`config.mk`:
```
export PLATFORM = sky130hd
export DESIGN_NAME = mult_arbiter
export DESIGN_NICKNAME = d
export VERILOG_FILES = /design/src/rtl/mult_arbiter.sv
export SDC_FILE = /design/constraint.sdc
export NUM_CORES = 1
export LEC_CHECK = 0
export BUFFER_PORTS_ARGS = -buffer_cell sky130_fd_sc_hd__buf_2
export CORE_UTILIZATION = 45
export CTS_CLUSTER_DIAMETER = 30
export CTS_CLUSTER_SIZE = 30
export DETAILED_ROUTE_END_ITERATION = 8
export PLACE_DENSITY = 0.8
export RECOVER_POWER = 100
export SETUP_SLACK_MARGIN = 0.2
export SYNTH_ARGS = -nofsm -noshare
export SYNTH_HDL_FRONTEND = slang
export SYNTH_SLANG_ARGS = --single-unit
```
`constraint.sdc`:
```
create_clock -name clk -period 2.9 [get_ports clk]
set_input_delay 0.145 -clock clk [delete_from_list [all_inputs] [get_ports clk]]
set_output_delay 0.145 -clock clk [all_outputs]
set_load 0.02 [all_outputs]
```
`src/rtl/mult_arbiter.sv`:
```
// Four-requester round-robin front end for one shared sequential signed 8x8 multiplier.
// One multiplication is in flight at a time; a stalled multiplier is aborted after TIMEOUT WAIT cycles.
module mult_arbiter #(
    parameter int TIMEOUT = 15
) (
    input  logic        clk,
    input  logic        rst_n,
    input  logic [3:0]  req_valid,
    output logic [3:0]  req_ready,
    input  logic [31:0] req_a,
    input  logic [31:0] req_b,
    output logic        rsp_valid,
    input  logic        rsp_ready,
    output logic [1:0]  rsp_id,
    output logic [15:0] rsp_prod,
    output logic        rsp_timeout,
    output logic        m_start,
    output logic [7:0]  m_mc,
    output logic [7:0]  m_mp,
    input  logic        m_busy,
    input  logic [15:0] m_prod
);

    localparam logic [1:0] IDLE  = 2'd0;
    localparam logic [1:0] ISSUE = 2'd1;
    localparam logic [1:0] WAIT  = 2'd2;
    localparam logic [1:0] RESP  = 2'd3;

    logic [1:0]  state_r;
    logic [1:0]  last_grant_r;
    logic [1:0]  id_r;
    logic [4:0]  cnt_r;
    logic [7:0]  op_a_r;
    logic [7:0]  op_b_r;
    logic [15:0] prod_r;
    logic        timeout_r;
    logic        start_r;
    logic        rsp_valid_r;
    logic [1:0]  grant_idx_s;
    logic        grant_vld_s;
    logic [3:0]  ready_s;
    logic        accept_s;

    // Highest priority is last+1; scanning from lowest to highest priority lets the best one win.
    function automatic logic [2:0] rr_pick(input logic [3:0] valid, input logic [1:0] last);
        logic [2:0] pick;
        logic [1:0] idx;
        pick = 3'b000;
        for (int k = 4; k >= 1; k--) begin
            idx = last + 2'(k);
            if (valid[idx]) begin
                pick = {1'b1, idx};
            end
        end
        return pick;
    endfunction

    // Round-robin winner among the currently valid requesters
    always_comb begin
        {grant_vld_s, grant_idx_s} = rr_pick(req_valid, last_grant_r);
    end

    // Combinational grant, only offered while idle
    always_comb begin
        ready_s = 4'b0000;
        if ((state_r == IDLE) && grant_vld_s) begin
            ready_s = 4'b0001 << grant_idx_s;
        end else begin
            ready_s = 4'b0000;
        end
    end

    assign accept_s = |(req_valid & ready_s);

    // Arbitration / issue / wait / response sequencing
    always_ff @(posedge clk or negedge rst_n) begin
        if (!rst_n) begin
            state_r      <= IDLE;
            last_grant_r <= 2'd3;
            id_r         <= 2'd0;
            cnt_r        <= 5'd0;
            op_a_r       <= 8'd0;
            op_b_r       <= 8'd0;
            prod_r       <= 16'd0;
            timeout_r    <= 1'b0;
            start_r      <= 1'b0;
            rsp_valid_r  <= 1'b0;
        end else begin
            case (state_r)
                IDLE: begin
                    if (accept_s) begin
                        op_a_r       <= req_a[{grant_idx_s, 3'b000} +: 8];
                        op_b_r       <= req_b[{grant_idx_s, 3'b000} +: 8];
                        id_r         <= grant_idx_s;
                        last_grant_r <= grant_idx_s;
                        start_r      <= 1'b1;
                        state_r      <= ISSUE;
                    end
                end
                ISSUE: begin
                    start_r <= 1'b0;
                    cnt_r   <= 5'd1;
                    state_r <= WAIT;
                end
                WAIT: begin
                    // Completion takes precedence over the abort in the same cycle
                    if (!m_busy) begin
                        prod_r      <= m_prod;
                        timeout_r   <= 1'b0;
                        rsp_valid_r <= 1'b1;
                        state_r     <= RESP;
                    end else if (cnt_r >= 5'(TIMEOUT)) begin
                        prod_r      <= 16'd0;
                        timeout_r   <= 1'b1;
                        rsp_valid_r <= 1'b1;
                        state_r     <= RESP;
                    end else begin
                        cnt_r <= cnt_r + 5'd1;
                    end
                end
                RESP: begin
                    if (rsp_ready) begin
                        rsp_valid_r <= 1'b0;
                        cnt_r       <= 5'd0;
                        state_r     <= IDLE;
                    end
                end
                default: begin
                    start_r     <= 1'b0;
                    rsp_valid_r <= 1'b0;
                    state_r     <= IDLE;
                end
            endcase
        end
    end

    assign req_ready   = ready_s;
    assign rsp_valid   = rsp_valid_r;
    assign rsp_id      = id_r;
    assign rsp_prod    = prod_r;
    assign rsp_timeout = timeout_r;
    assign m_start     = start_r;
    assign m_mc        = op_a_r;
    assign m_mp        = op_b_r;

endmodule

```
==> flow_summary.ini <==
[status]
status = complete, but fails checks
violations = max-capacitance violations, max-slew violations

[setup_path]
crit_required_ns = 2.76
path_depth = 7
arrival_ns = 2.37
crit_chain = nand2b_1, o21ai_0, a211oi_4, buf_4, inv_1, nor2_1, clkbuf_1
start_kind = flip-flop
cpMaxStageDelayCell = dfstp_1
crit_type = flip-flop to output pin
crit_buf_inv = 3
cp-end-kind = output pin
r2r_cells = 7
slowest_delay_ns = 0.54
critical_path.max_fanout = 37
critPathTopFamily = buffers and inverters

[timing]
slew_viol_final = 47
hold-worst-slack_ns = 0.0641
rsz0062_at_grt = false
period_needed_ns = 2.51
setup_viol = 0
tightest_slew_ns = 2.30
tns_ns = 0
min_period_over_period_pct = 86.7
slew_headroom_pct = -53.6
finalHoldViolations = 0
clock.fmax_mhz = 398
clock_skew_ns = 0.00279

[placement]
placed_area_um2 = 3050
gp_congestion = 0.757
dp_hpwl_um = 4080
portBuffers = 128

[floorplanning]
die-area_um2 = 5620
start_util_pct = 46.9
core_um2 = 5110
pin_count = 129
rows = 26
chipWidth_um = 75.0
dieHeight_um = 75.0

[detailed_routing]
drt_wl_total_um = 5470
vias_per_cell = 5.20
vias = 2159
wire_per_inst_um = 13.2
drt-pass1-iter-count = 4
drc = 0
drtAntennaViolNets = 0
first_iter_violations = 75

[final_layout]
drive_above_1_share_pct = 29.0
final_area_um2 = 3100
nets = 439
area_delta_synth_final_pct = 29.3
fin_util_pct = 60.7
diodes = 0

[power]
power.share.switching_pct = 44.0
leakagePower_uw = 0.00158
power_frac_comb_pct = 50.9
net-switching-power_uw = 1430
p_seq_share_pct = 34.6
power.density_nw_per_um2 = 1050
p_int_uw = 1820
ir_worst_vdd_mv = 0.477
clock_power_share_pct = 14.5

[logic_synthesis]
synthTopCellsByArea = dfrtp_1, mux2i_1, a22o_1
synth_top_area_share_pct = 45.9
syn_nets = 315
synth_edf_count = 0
synth_ff_type = dfrtp_1
synth_top_area_cell = dfrtp_1
ys_ff_latch = 46
ys_seq_area_share_pct = 48.1
netlist_instances = 220
synth_warnings = 0
ys_types = 32
synth.avg_cell_area_um2 = 10.9
async_flop_share_pct = 100
synth.cell_area_um2 = 2400

[clocking]
cts_max_path_buffers = 2
cts_setup_buffers = 0
cts.hold.buffers_added = 0
clock_latency_ns = 0.29
cts.sinks = 46
cts_resized = 0
cts_tree = done
numCtsBuffers = 5
htreeDepth = 2
root_buffer = clkbuf_8
clk_transition_reported_paths_ns = 0.09

[global_routing]
grt_max_degree = 47
grt_pass1_wl_um = 7860
track_usage_pct = 18.5
grt_overflow = 0
antenna_found_initial = 0
grt_pass1_vias = 1840

[worst_hold_path]
hp-class = input port to flip-flop
hold_depth = 2

[job]
maxCapViolCount = 1
power by group through the flow:
stage / Clock, uW / Combinational (uW) / Sequential [uW]
after floorplan: 0 / 1020 / 1410
after CTS: 484 / 1770 / 1120
after global routing: 524 / 1830 / 1160
final: 472 / 1660 / 1120
after detailed placement: 0 / 1780 / 1120
after global placement: 0 / 1720 / 1110
cell usage in the layout, fill, tap and decap left out, drive strengths merged:
| cell | instances |
|---|---|
| nor3 | 2 |
| mux2i | 32 |
| dfrtp | 44 |
| bufinv | 1 |
| a2111o | 1 |
| o31ai | 2 |
| o221ai | 16 |
| o22a | 1 |
| nand2b | 4 |
| nand2 | 31 |
| mux2 | 2 |
| nand4 | 1 |
| clkbuf | 48 |
| dfstp | 2 |
| inv | 6 |
| o41a | 1 |
| o21ai | 6 |
| ha | 7 |
| o22ai | 1 |
| a22o | 17 |
| nand3 | 2 |
| nor2b | 1 |
| a21oi | 8 |
| o21a | 1 |
| nor2 | 15 |
| a211oi | 1 |
| buf | 88 |
| o41ai | 1 |
| clkinvlp | 2 |
| and3 | 1 |
final cells by class:
class,instances,area (um^2)
multi-input cells,154,1110
fillers,457,2010
clock buffers,5,68.8
flip-flops and latches,46,1150
inverters,6,22.5
well taps,70,87.6
repair buffers,131,607
clock inverters,3,45.0
final timing paths:
kind / end / start / slack, ns
setup / recovery: req_ready[0] / last_grant_r[0] / 0.39
setup reg to reg: state_r[1] / state_r[0] / 0.55
hold reg to reg: rsp_id[1] / rsp_id[1] / 0.48
max in group asynchronous: m_mp[6] / rst_n / 1.06
hold / removal: rsp_prod[7] / m_prod[7] / 0.06
min in group asynchronous: state_r[1] / rst_n / 0.53
routing by layer:
| metal | wire, um | track usage, % | part of all wire (%) | up-vias |
|---|---|---|---|---|
| li1 | - | - | - | 1052 |
| met1 | 2250 | 20.3 | 41 | 1006 |
| met2 | 2730 | 35.8 | 50 | 99 |
| met3 | 465 | 5.35 | 8.5 | 2 |
| met4 | 23 | 2.52 | 0.42 | 0 |
| met5 | 0 | 0 | 0 | - |
state kept, by name, summed over array words and instances, names as in the netlist:
| signal | flops |
|---|---|
| rsp_prod | 16 |
| m_mc | 8 |
| m_mp | 8 |
| cnt_r | 5 |
| last_grant_r | 2 |
| rsp_id | 2 |
| state_r | 2 |
| m_start | 1 |
| rsp_timeout | 1 |
| rsp_valid | 1 |
through the flow:
stage / total power [uW] / instances / setup WS [ns]
global route: 3510 / 415 / 0.225
CTS: 3370 / 415 / 0.440
floorplan: 2430 / 220 / 0.867
detailed placement: 2900 / 407 / 0.701
finish: 3250 / 415 / 0.386
global placement: 2830 / 407 / 0.799
Yosys cell counts (2+ instances only):
cell	n
dfstp_2	2
o221ai_1	16
nand2b_1	4
dfrtp_1	44
inv_1	6
nor2_1	15
o21ai_0	6
a22o_1	17
a21oi_1	8
nand3_1	2
nor3_1	2
mux2_2	2
buf_2	5
mux2i_1	32
ha_1	7
buf_12	2
clkbuf_1	4
o31ai_1	2
nand2_1	31
cell families after synthesis:
kind of cell | count (synthesis) | synth area share, %
DFF | 46 | 48.1
buffers and inverters | 20 | 5.69
adders and majority gates | 7 | 3.65
muxes | 34 | 14.3
and+or+nand+nor | 57 | 9.86
AOI/OAI and AO/OA | 56 | 18.4
No activity file was read; power rests on OpenSTA's default activity.
